$ cat src/rtl/gcd_pkg.sv
// ============================================================================
// gcd_pkg -- shared FSM encoding, default sizes and index-width helper
// Rev 1.0
// ============================================================================
`default_nettype none

package gcd_pkg;

  localparam int WIDTH_DEF   = 16;
  localparam int TIMEOUT_DEF = 1023;
  localparam int CNT_W       = 16;

  typedef logic [1:0] state_t;

  localparam logic [1:0] ST_IDLE    = 2'd0;
  localparam logic [1:0] ST_LAUNCH  = 2'd1;
  localparam logic [1:0] ST_WAIT    = 2'd2;
  localparam logic [1:0] ST_DELIVER = 2'd3;

  function automatic int idx_width(input int n);
    return (n > 1) ? $clog2(n) : 1;
  endfunction

endpackage

`default_nettype wire

$ cat src/rtl/gcd_arbiter_if.sv
// ============================================================================
// gcd_arbiter_if -- requester bus and shared-core link of the GCD arbiter
// Rev 1.0
// ============================================================================
`default_nettype none

interface gcd_arbiter_if import gcd_pkg::*; #(
  parameter int N_REQ = 4,
  parameter int WIDTH = WIDTH_DEF
);

  logic [N_REQ-1:0]       req_i;
  logic [N_REQ*WIDTH-1:0] zahl1_i;
  logic [N_REQ*WIDTH-1:0] zahl2_i;
  logic [N_REQ-1:0]       ack_o;
  logic [N_REQ-1:0]       done_o;
  logic [WIDTH-1:0]       erg_o;
  logic                   err_o;
  logic                   busy_o;
  logic                   core_start_o;
  logic [WIDTH-1:0]       core_zahl1_o;
  logic [WIDTH-1:0]       core_zahl2_o;
  logic                   core_valid_i;
  logic [WIDTH-1:0]       core_erg_i;

  modport slave (
    input  req_i, zahl1_i, zahl2_i, core_valid_i, core_erg_i,
    output ack_o, done_o, erg_o, err_o, busy_o,
           core_start_o, core_zahl1_o, core_zahl2_o
  );

  modport master (
    output req_i, zahl1_i, zahl2_i, core_valid_i, core_erg_i,
    input  ack_o, done_o, erg_o, err_o, busy_o,
           core_start_o, core_zahl1_o, core_zahl2_o
  );

endinterface

`default_nettype wire

$ cat src/rtl/gcd_arbiter_rr_select.sv
// ============================================================================
// rr_select -- round-robin pick of the first request at or above the pointer
// Rev 1.0
// ============================================================================
`default_nettype none

module rr_select import gcd_pkg::*; #(
  parameter int N_REQ = 4,
  parameter int IDX_W = idx_width(N_REQ)
) (
  input  logic [N_REQ-1:0] req_i,
  input  logic [IDX_W-1:0] ptr_i,
  output logic [N_REQ-1:0] grant_o,
  output logic [IDX_W-1:0] idx_o,
  output logic             any_o
);

  localparam logic [IDX_W:0] c_n = (IDX_W+1)'(N_REQ);

  logic [N_REQ-1:0] w_rot;
  logic [IDX_W-1:0] w_off;
  logic [IDX_W:0]   w_sum;

  always_comb begin
    // Rotate so the pointer position lands at bit 0; lowest set bit wins.
    w_rot = N_REQ'({req_i, req_i} >> ptr_i);
    w_off = '0;
    any_o = 1'b0;
    for (int p = N_REQ - 1; p >= 0; p--) begin
      if (w_rot[p]) begin
        w_off = IDX_W'(p);
        any_o = 1'b1;
      end
    end
    w_sum = {1'b0, ptr_i} + {1'b0, w_off};
    idx_o = (w_sum >= c_n) ? IDX_W'(w_sum - c_n) : IDX_W'(w_sum);
  end

  for (genvar g = 0; g < N_REQ; g++) begin : g_grant
    assign grant_o[g] = any_o && (idx_o == IDX_W'(g));
  end

endmodule

`default_nettype wire

$ cat src/rtl/gcd_arbiter.sv
// ============================================================================
// gcd_arbiter -- round-robin front end sharing one GCD core among requesters
// Rev 1.0
// ============================================================================
`default_nettype none

module gcd_arbiter import gcd_pkg::*; #(
  parameter int N_REQ   = 4,
  parameter int WIDTH   = WIDTH_DEF,
  parameter int TIMEOUT = TIMEOUT_DEF
) (
  input  logic         clk,
  input  logic         rst_n_i,
  gcd_arbiter_if.slave bus
);

  localparam int              IDX_W      = idx_width(N_REQ);
  localparam logic [CNT_W-1:0] c_to_last = CNT_W'(TIMEOUT - 1);
  localparam logic [IDX_W-1:0] c_idx_last = IDX_W'(N_REQ - 1);

  state_t             state_q, state_d;
  logic [IDX_W-1:0]   idx_q, idx_d;
  logic [IDX_W-1:0]   ptr_q, ptr_d;
  logic [WIDTH-1:0]   op1_q, op1_d;
  logic [WIDTH-1:0]   op2_q, op2_d;
  logic [WIDTH-1:0]   res_q, res_d;
  logic               res_err_q, res_err_d;
  logic [CNT_W-1:0]   cnt_q, cnt_d;
  logic [N_REQ-1:0]   done_q, done_d;
  logic [WIDTH-1:0]   erg_q, erg_d;
  logic               err_q, err_d;

  logic [N_REQ-1:0]   w_grant;
  logic [IDX_W-1:0]   w_idx;
  logic               w_any;
  logic [WIDTH-1:0]   w_op1;
  logic [WIDTH-1:0]   w_op2;
  logic [N_REQ-1:0]   w_idx_oh;
  logic               w_bypass;

  rr_select #(
    .N_REQ (N_REQ),
    .IDX_W (IDX_W)
  ) u_rr_select (
    .req_i   (bus.req_i),
    .ptr_i   (ptr_q),
    .grant_o (w_grant),
    .idx_o   (w_idx),
    .any_o   (w_any)
  );

  always_comb begin
    w_op1 = '0;
    w_op2 = '0;
    for (int k = 0; k < N_REQ; k++) begin
      if (w_grant[k]) begin
        w_op1 = bus.zahl1_i[k*WIDTH +: WIDTH];
        w_op2 = bus.zahl2_i[k*WIDTH +: WIDTH];
      end
    end
  end

  assign w_idx_oh = N_REQ'(1) << idx_q;
  assign w_bypass = (op1_q == '0) || (op2_q == '0);

  always_comb begin
    state_d   = state_q;
    idx_d     = idx_q;
    ptr_d     = ptr_q;
    op1_d     = op1_q;
    op2_d     = op2_q;
    res_d     = res_q;
    res_err_d = res_err_q;
    cnt_d     = cnt_q;
    done_d    = '0;
    erg_d     = erg_q;
    err_d     = err_q;
    case (state_q)
      ST_IDLE: begin
        if (w_any) begin
          idx_d   = w_idx;
          op1_d   = w_op1;
          op2_d   = w_op2;
          state_d = ST_LAUNCH;
        end
      end
      ST_LAUNCH: begin
        cnt_d = '0;
        if (w_bypass) begin
          // With one operand zero the OR is the other operand, and 0 for gcd(0,0).
          res_d     = op1_q | op2_q;
          res_err_d = 1'b0;
          state_d   = ST_DELIVER;
        end else begin
          state_d = ST_WAIT;
        end
      end
      ST_WAIT: begin
        cnt_d = cnt_q + 1'b1;
        if (bus.core_valid_i) begin
          res_d     = bus.core_erg_i;
          res_err_d = 1'b0;
          state_d   = ST_DELIVER;
        end else if (cnt_q == c_to_last) begin
          res_d     = '0;
          res_err_d = 1'b1;
          state_d   = ST_DELIVER;
        end
      end
      ST_DELIVER: begin
        done_d  = w_idx_oh;
        erg_d   = res_q;
        err_d   = res_err_q;
        ptr_d   = (idx_q == c_idx_last) ? '0 : idx_q + 1'b1;
        state_d = ST_IDLE;
      end
      default: state_d = ST_IDLE;
    endcase
  end

  always_ff @(posedge clk) begin
    if (!rst_n_i) begin
      state_q   <= ST_IDLE;
      idx_q     <= '0;
      ptr_q     <= '0;
      op1_q     <= '0;
      op2_q     <= '0;
      res_q     <= '0;
      res_err_q <= 1'b0;
      cnt_q     <= '0;
      done_q    <= '0;
      erg_q     <= '0;
      err_q     <= 1'b0;
    end else begin
      state_q   <= state_d;
      idx_q     <= idx_d;
      ptr_q     <= ptr_d;
      op1_q     <= op1_d;
      op2_q     <= op2_d;
      res_q     <= res_d;
      res_err_q <= res_err_d;
      cnt_q     <= cnt_d;
      done_q    <= done_d;
      erg_q     <= erg_d;
      err_q     <= err_d;
    end
  end

  assign bus.ack_o        = (state_q == ST_LAUNCH) ? w_idx_oh : '0;
  assign bus.core_start_o = (state_q == ST_LAUNCH) && !w_bypass;
  assign bus.core_zahl1_o = ((state_q == ST_LAUNCH) || (state_q == ST_WAIT)) ? op1_q : '0;
  assign bus.core_zahl2_o = ((state_q == ST_LAUNCH) || (state_q == ST_WAIT)) ? op2_q : '0;
  assign bus.done_o       = done_q;
  assign bus.erg_o        = erg_q;
  assign bus.err_o        = err_q;
  assign bus.busy_o       = (state_q != ST_IDLE);

endmodule

`default_nettype wire

$ cat src/flat_wrapper.sv
// flat-port wrapper written by rule: the top's interface ports become plain ports
module gcd_arbiter_flat import gcd_pkg::*;
#(
  parameter int N_REQ   = 4,
  parameter int WIDTH   = WIDTH_DEF,
  parameter int TIMEOUT = TIMEOUT_DEF
)
  (clk, rst_n_i, bus_req_i, bus_zahl1_i, bus_zahl2_i, bus_core_valid_i, bus_core_erg_i, bus_ack_o, bus_done_o, bus_erg_o, bus_err_o, bus_busy_o, bus_core_start_o, bus_core_zahl1_o, bus_core_zahl2_o);
  gcd_arbiter_if #(.N_REQ(N_REQ), .WIDTH(WIDTH)) bus_i ();
  input  logic clk;
  input  logic rst_n_i;
  input wire logic [$bits(bus_i.req_i)-1:0] bus_req_i;
  input wire logic [$bits(bus_i.zahl1_i)-1:0] bus_zahl1_i;
  input wire logic [$bits(bus_i.zahl2_i)-1:0] bus_zahl2_i;
  input wire logic [$bits(bus_i.core_valid_i)-1:0] bus_core_valid_i;
  input wire logic [$bits(bus_i.core_erg_i)-1:0] bus_core_erg_i;
  output wire logic [$bits(bus_i.ack_o)-1:0] bus_ack_o;
  output wire logic [$bits(bus_i.done_o)-1:0] bus_done_o;
  output wire logic [$bits(bus_i.erg_o)-1:0] bus_erg_o;
  output wire logic [$bits(bus_i.err_o)-1:0] bus_err_o;
  output wire logic [$bits(bus_i.busy_o)-1:0] bus_busy_o;
  output wire logic [$bits(bus_i.core_start_o)-1:0] bus_core_start_o;
  output wire logic [$bits(bus_i.core_zahl1_o)-1:0] bus_core_zahl1_o;
  output wire logic [$bits(bus_i.core_zahl2_o)-1:0] bus_core_zahl2_o;
  assign bus_i.req_i = bus_req_i;
  assign bus_i.zahl1_i = bus_zahl1_i;
  assign bus_i.zahl2_i = bus_zahl2_i;
  assign bus_i.core_valid_i = bus_core_valid_i;
  assign bus_i.core_erg_i = bus_core_erg_i;
  assign bus_ack_o = bus_i.ack_o;
  assign bus_done_o = bus_i.done_o;
  assign bus_erg_o = bus_i.erg_o;
  assign bus_err_o = bus_i.err_o;
  assign bus_busy_o = bus_i.busy_o;
  assign bus_core_start_o = bus_i.core_start_o;
  assign bus_core_zahl1_o = bus_i.core_zahl1_o;
  assign bus_core_zahl2_o = bus_i.core_zahl2_o;
  gcd_arbiter #(.N_REQ(N_REQ), .WIDTH(WIDTH), .TIMEOUT(TIMEOUT)) u_core (.clk(clk), .rst_n_i(rst_n_i), .bus(bus_i));
endmodule
$ cat config.mk
export PLATFORM = sky130hd
export DESIGN_NAME = gcd_arbiter_flat
export DESIGN_NICKNAME = d
export VERILOG_FILES = /design/src/rtl/gcd_pkg.sv /design/src/rtl/gcd_arbiter_if.sv /design/src/rtl/gcd_arbiter_rr_select.sv /design/src/rtl/gcd_arbiter.sv /design/src/flat_wrapper.sv
export SDC_FILE = /design/constraint.sdc
export NUM_CORES = 1
export LEC_CHECK = 0
export BUFFER_PORTS_ARGS = -buffer_cell sky130_fd_sc_hd__buf_2
export CORE_ASPECT_RATIO = 1.2
export CORE_UTILIZATION = 25
export CTS_CLUSTER_SIZE = 40
export DETAILED_ROUTE_END_ITERATION = 8
export PLACE_DENSITY = 0.51
export REMOVE_ABC_BUFFERS = 1
export SYNTH_ARGS = -nofsm -noshare
export SYNTH_HDL_FRONTEND = slang
export SYNTH_SLANG_ARGS = --single-unit
$ cat constraint.sdc
create_clock -name clk -period 8.3 [get_ports clk]
set_input_delay 1.66 -clock clk [delete_from_list [all_inputs] [get_ports clk]]
set_output_delay 1.66 -clock clk [all_outputs]
set_load 0.02 [all_outputs]
# Word level (Yosys, flattened, before mapping)
# Index checks and enable logic that the tools add are counted.
word_totals:
  rom_bits: 0
  output_inout_bits: 59
  regBits: 92
  wordCells: 83
  mem_bits_rw: 0
  inputBits: 151
  latchBits: 0
  n_memories: 0
classes:
  n_div: 0
  n_mux: 35
  n_lt_le_gt_ge: 1
  n_eq_ne: 11
  addsub: 4
  n_bitwise: 1
  n_reduce_logical: 18
  shifts: 2
  mul: 0
ops:
  columns: ["cell", "count"]
  rows:
  - ["16-bit two-way mux", 13]
  - ["16-bit one-hot mux with 2 select lines", 2]
  - ["16-bit zero test", 2]
  - ["2-bit two-way mux", 9]
  - ["16-bit by 1-bit adder with 16-bit output (second input constant)", 1]
  - ["16-bit by 10-bit == test with 1-bit output (second input constant)", 1]
  - ["16-bit OR", 1]
  - ["2-bit == test (second input constant)", 5]
  - ["1-bit two-way mux", 8]
  - ["2-bit one-hot mux with 4 select lines", 1]
  - ["8-bit by 2-bit >> shifter with 4-bit output", 1]
  - ["2-bit AND reduction", 3]
  - ["1-bit logical AND", 5]
  - ["2-bit by 1-bit == test with 1-bit output (second input constant)", 2]
  - ["2-bit zero test", 2]
  - ["4-bit two-way mux", 1]
  - ["2-bit nonzero test", 2]
  - ["1-bit by 2-bit << shifter with 4-bit output (first input constant)", 1]
  - ["2-bit by 2-bit adder with 3-bit output", 1]
  - ["3-bit >= comparator (second input constant)", 1]
  - ["3-bit by 2-bit inequality test with 1-bit output (second input constant)", 1]
  - ["3-bit AND reduction", 1]
  - ["2-bit by 1-bit adder with 2-bit output (second input constant)", 1]
  - ["1-bit logical OR", 2]
  - ["other kinds (5)", 5]

# Depth between registers and ports, before layout
depth:
  ltp_word: 14
  mapped_depth: 12
  ltp_nobuf: 11

# Hierarchy
# A second synthesis with hierarchy kept.
unflattened:
  cells_unflattened: 655
  area_unflattened_um2: 5268.8
modules_own_cells:
  columns: ["module", "cells_per_inst", "instances", "area_each_um2", "seq_area_each_um2"]
  rows:
  - ["gcd_arbiter", 614, 1, 4947.2, 1841.8]
  - ["rr_select", 41, 1, 321.6, 0.0]

# Least setup slack after synthesis
# OpenSTA, ideal clock, no wires.
synth_path:
  path_type: "input -> register"
  startpoint: "input port bus_req_i[0]"
  endpoint: "register u_core.op1_q[10]"
  stages: 10
  t_arrival_ns: 3.943
  path_slack_ns: 4.227
  required_ns: 8.170
  path_buffers: 2
  setup_time_ns: 0.130
  path_cell_list: "buf_2 -> or4_1 -> o211ai_1 -> ha_1 -> nor2b_1 -> and2_1 -> mux2_4 -> buf_6 -> a2111oi_4 -> o31ai_1"
synth_between:
  elab_chain_len: 14
  word_cells_on_any_way: 26
  cone_classes: "add/sub (2); order compare (1); eq/ne (3); shift (1); mux (13); reduce/logical (6)"
synth_lines:
  columns: ["item", "line_no", "source"]
  rows:
  - ["start: declaration", "flat_wrapper.sv:12", "input wire logic [$bits(bus_i.req_i)-1:0] bus_req_i;"]
  - ["8-bit by 2-bit >> shifter with 4-bit output *", "gcd_arbiter_rr_select.sv:26", "w_rot = N_REQ'({req_i, req_i} >> ptr_i);"]
  - ["2-bit two-way mux (3 in series)", "gcd_arbiter_rr_select.sv:30", "if (w_rot[p]) begin"]
  - ["2-bit two-way mux *", "gcd_arbiter_rr_select.sv:30", null]
  - ["2-bit by 2-bit adder with 3-bit output *", "gcd_arbiter_rr_select.sv:35", "w_sum = {1'b0, ptr_i} + {1'b0, w_off};"]
  - ["3-bit >= comparator / 2-bit by 1-bit subtractor with 2-bit output (equally long branches)", "gcd_arbiter_rr_select.sv:36", "idx_o = (w_sum >= c_n) ? IDX_W'(w_sum - c_n) : IDX_W'(w_sum);"]
  - ["2-bit two-way mux *", "gcd_arbiter_rr_select.sv:36", null]
  - ["named net u_core.u_rr_select.idx_o[0]", "gcd_arbiter_rr_select.sv:14", "output logic [IDX_W-1:0] idx_o,"]
  - ["2-bit zero test", "gcd_arbiter_rr_select.sv:40", "assign grant_o[g] = any_o && (idx_o == IDX_W'(g));"]
  - ["1-bit logical AND", "gcd_arbiter_rr_select.sv:40", null]
  - ["16-bit two-way mux (3 in series)", "gcd_arbiter.sv:56", "if (w_grant[k]) begin"]
  - ["16-bit two-way mux *", "gcd_arbiter.sv:56", null]
  - ["end signal: assignment", "gcd_arbiter.sv:138", "op1_q <= op1_d;"]
  - ["end: declaration", "gcd_arbiter.sv:24", "logic [WIDTH-1:0] op1_q, op1_d;"]
# The timed path passes the listed nets; every way through them passes the cells marked *.
# A chain may end at the register's enable or synchronous reset.

# Final worst setup path
layout_path:
  startpoint: "input port bus_req_i[0]"
  endpoint: "register u_core.op1_q[0]"
# Same word-level chain as after synthesis.

==> summary.md <==
| Metric | Value |
|---|---|
| Worst-Margin Slew | `just over 1 ns` |
| Power Dens Cells | `306.5 nW/um^2` |
| Max incr delay on CP | `0.80 ns` |
| Routed vias | `6234` |
| Layout cell share with drive strength beyond 1 | `0.2814` |
| Combinational family with the most area after synthesis | `simple AND/OR/NAND/NOR gates` |
| CTS Hold Bufs | `0` |
| Rows | `65` |
| Clock-pin slew on the worst setup and hold paths | `roughly 0.070 ns` |
| Antenna violations before repair | `1` |
| Setup ws final | `around 3.1 ns` |
| Synth top area cells | `dfxtp_1, mux2i_1, a2111oi_4, nand2_1, nor2b_1` |
| Slowest CP cell | `mux2_4` |
| DRC viols | `16` |
| Adder-cell share of the synthesized area | `0.02037` |
| EDFF count, synth | `0` |
| GR Util All Layers | `0.1655` |
| Post-CTS Setup Bufs | `0` |
| CTS sink count | `92` |
| Kind of critical path | `in2reg` |
| Resized cells post-CTS | `0` |
| Antenna diodes | `0` |
| Critical path origin | `bus_req_i[0]` |
| Clock tree buffer depth | `2` |
| Critical path endpoint category | `flip-flop` |
| Worst vdd ir | `roughly 160 uV` |
| DRT iter0 DRCs | `between 200 and 300` |
| RSZ-0062 raised after global routing | `no` |
| Post-Synth XOR/XNOR Area | `0.01556` |
| Post-synthesis cell area | `6756 sq um` |
| Core box area | `~26000 sq um` |
| Post-layout minimum cycle time | `roughly 5.2 ns` |
| Reg2reg setup slack | `approximately 4.0 ns` |
| Hpwl dp | `~17000 um` |
| Pin count of the biggest net entering global routing | `between 60 and 70` |
| Count of cell types in the netlist | `44` |
| Reg2Reg Depth | `11` |
| Root buffer cell | `clkbuf_16` |
| Vias/cell | `approximately 4.7` |
| CP endpoint | `u_core.op1_q[0]` |
| Synth Area in Compound Gates | `0.2030` |
| Die area | `27690 sq um` |
| CTS tree | `yes` |
| Clk_lat worst skew | `approximately 0.36 ns` |
| Commonest non-fill, non-tap cell in the layout | `buf_2` |
| Synth Area in Simple Gates | `0.2915` |
| Yosys reg bits | `92` |
| Fraction of registers with async set/reset | `0` |
| CTS HTree Levels | `3` |
| TritonCTS Buffers | `9` |
| Cell mode on critical path | `buf_4` |
| Final Wtd Congestion | `0.8041` |
| Worst R2R End | `u_core.op1_q[0]` |
| IO Port Bufs | `209` |
| Cells along the critical path | `buf_2 -> nor2_1 -> a221oi_1 -> o211ai_1 -> ha_1 -> buf_4 -> nor2b_4 -> buf_4 -> and2_1 -> mux2_4 -> a2111oi_0 -> o31ai_1` |
| Failing checks | `DRC` |
| Dpl ws | `2.576 ns` |
| Status | `finished, violations left` |
| Wirelength per Cell | `17.02 um` |
| Seq/Total Area, Yosys | `0.2726` |
| Yosys Warn Count | `0` |
| Tightest Hold Check Type | `reg2reg` |
| Clk_skew | `between 0.006 and 0.007 ns` |
| Final WL | `~23000 um` |
| Final Cycle Share | `0.6286` |
| Finished Core Util | `0.3173` |
| Die width | `152.1 um` |
| Layout Nets | `1153` |
| Initial core utilization | `0.2556` |
| Number of max-cap violations | `0` |
| Top_reg_cell synth | `dfxtp_1` |
| Yosys top cell area share | `0.2726` |
| Slew Limit Headroom | `0.3129` |
| Startpoint types | `primary input` |
| Commonest non-fill, non-tap cells in the layout | `buf_2, nand2_1, mux2i_1` |
| Final antenna-violating net count | `0` |
| GRT overflow | `0` |
| Synthesized area per cell | `~8.2 sq um` |
| Vias in the first global route | `6139` |
| Cells after Synth | `between 800 and 900` |
| Crit Reg-Reg Startpoint | `u_core.ptr_q[0]` |
| Die height | `around 180 um` |
| Pleak | `~0.0036 uW` |
| Final setup viols | `0` |
| Req. time, crit path | `8.57 ns` |
| Critical path arrival | `between 5 and 6 ns` |
| Hold Fails Final Rpt | `0` |
| Slew Viols, Final | `0` |
| Fmax | `between 0.15 and 0.2 GHz` |
| Boundary Pins | `210` |
| First-pass GRT wire length | `34820 um` |
| Area grow syn2layout | `24.15%` |
| Area leader, netlist | `dfxtp_1` |
| Drt first pass iters | `7` |
| CP Max Fanout | `35` |
| Post-synthesis mux area share | `0.1489` |
## cells by family (layout without fill, tap and decap cells)
kind of cell / after synthesis / count (layout)
simple gates: 417 / 417
compound gates: 114 / 114
mux: 100 / 100
flops: 92 / 92
buf+inv: 73 / 249
xor+xnor: 12 / 12
fa+ha+maj: 11 / 11
## worst min path at each step
stage | startpoint | to | slack (ns) | cells after the start
3_3_place_gp | u_core.res_err_q | u_core.res_err_q | 0.44 | 2
3_5_place_dp | u_core.res_err_q | u_core.res_err_q | 0.45 | 2
5_1_grt | u_core.res_err_q | u_core.res_err_q | 0.47 | 2
4_1_cts | u_core.res_err_q | u_core.res_err_q | 0.46 | 2
6_report | u_core.res_err_q | u_core.res_err_q | 0.45 | 2
2_1_floorplan | u_core.res_err_q | u_core.res_err_q | 0.42 | 2
## cells in the mapped netlist, drive strengths merged (6+ instances only)
cell	count
a2111oi	31
a21oi	10
and2	39
and3	6
buf	22
clkbuf	40
dfxtp	92
ha	11
inv	11
mux2i	99
nand2	191
nand3	6
nand4	9
nor2	71
nor2b	73
nor4	9
o21ai	27
o31ai	32
xor2	9
## state kept, by name, summed over array words and instances, names as in the netlist, 2 cells and up
name,cells
u_core.res_q,16
u_core.state_q,2
u_core.ptr_q,2
u_core.op1_q,16
u_core.op2_q,16
u_core.cnt_q,16
u_core.bus.done_o,4
u_core.bus.erg_o,16
u_core.idx_q,2
## report_power, final
part           total (uW)  internal, uW  switching, uW  leakage (uW)
logic                1430           572            860       0.00271
registers             715           568            147      0.000750
clock network         423           233            191      0.000146
## layout make-up
| type | count | area, sq um |
|---|---|---|
| Timing Repair Buffer | 223 | 1151 |
| Tap cell | 335 | 419.2 |
| Clock buffer | 9 | 225.2 |
| Fill cell | 2811 | 18040 |
| Inverter | 11 | 41.29 |
| Sequential cell | 92 | 1842 |
| Clock inverter | 6 | 62.56 |
| Multi-Input combinational cell | 654 | 4647 |
## per-stage QoR
stage	hold slack, ns	cells	area (sq um)	power (uW)	TNS (ns)
3_5_place_dp	0.4480	1315	8100	2191	0
3_3_place_gp	0.4386	1315	8100	2172	0
6_report	0.4539	1330	8388	2571	0
5_1_grt	0.4715	1330	8388	2774	0
4_1_cts	0.4588	1330	8388	2623	0
2_1_floorplan	0.4217	757	6472	1684	-0.04042
## critical path: cells and delay by family
kind | cells | cell delay [ns]
mux | 1 | 0.80
simple gates | 3 | 0.58
compound gates | 4 | 0.85
buf+inv | 3 | 1.26
fa+ha+maj | 1 | 0.28
## routing by layer
metal / global-route usage / up-vias / part of all wire
met3: 0.02280 / 31 / 0.044
met5: 0 / - / 0.00057
li1: - / 3154 / -
met2: 0.2920 / 181 / 0.49
met1: 0.2023 / 2866 / 0.44
met4: 0.06694 / 2 / 0.026
Power figures use the tool's default switching activity.
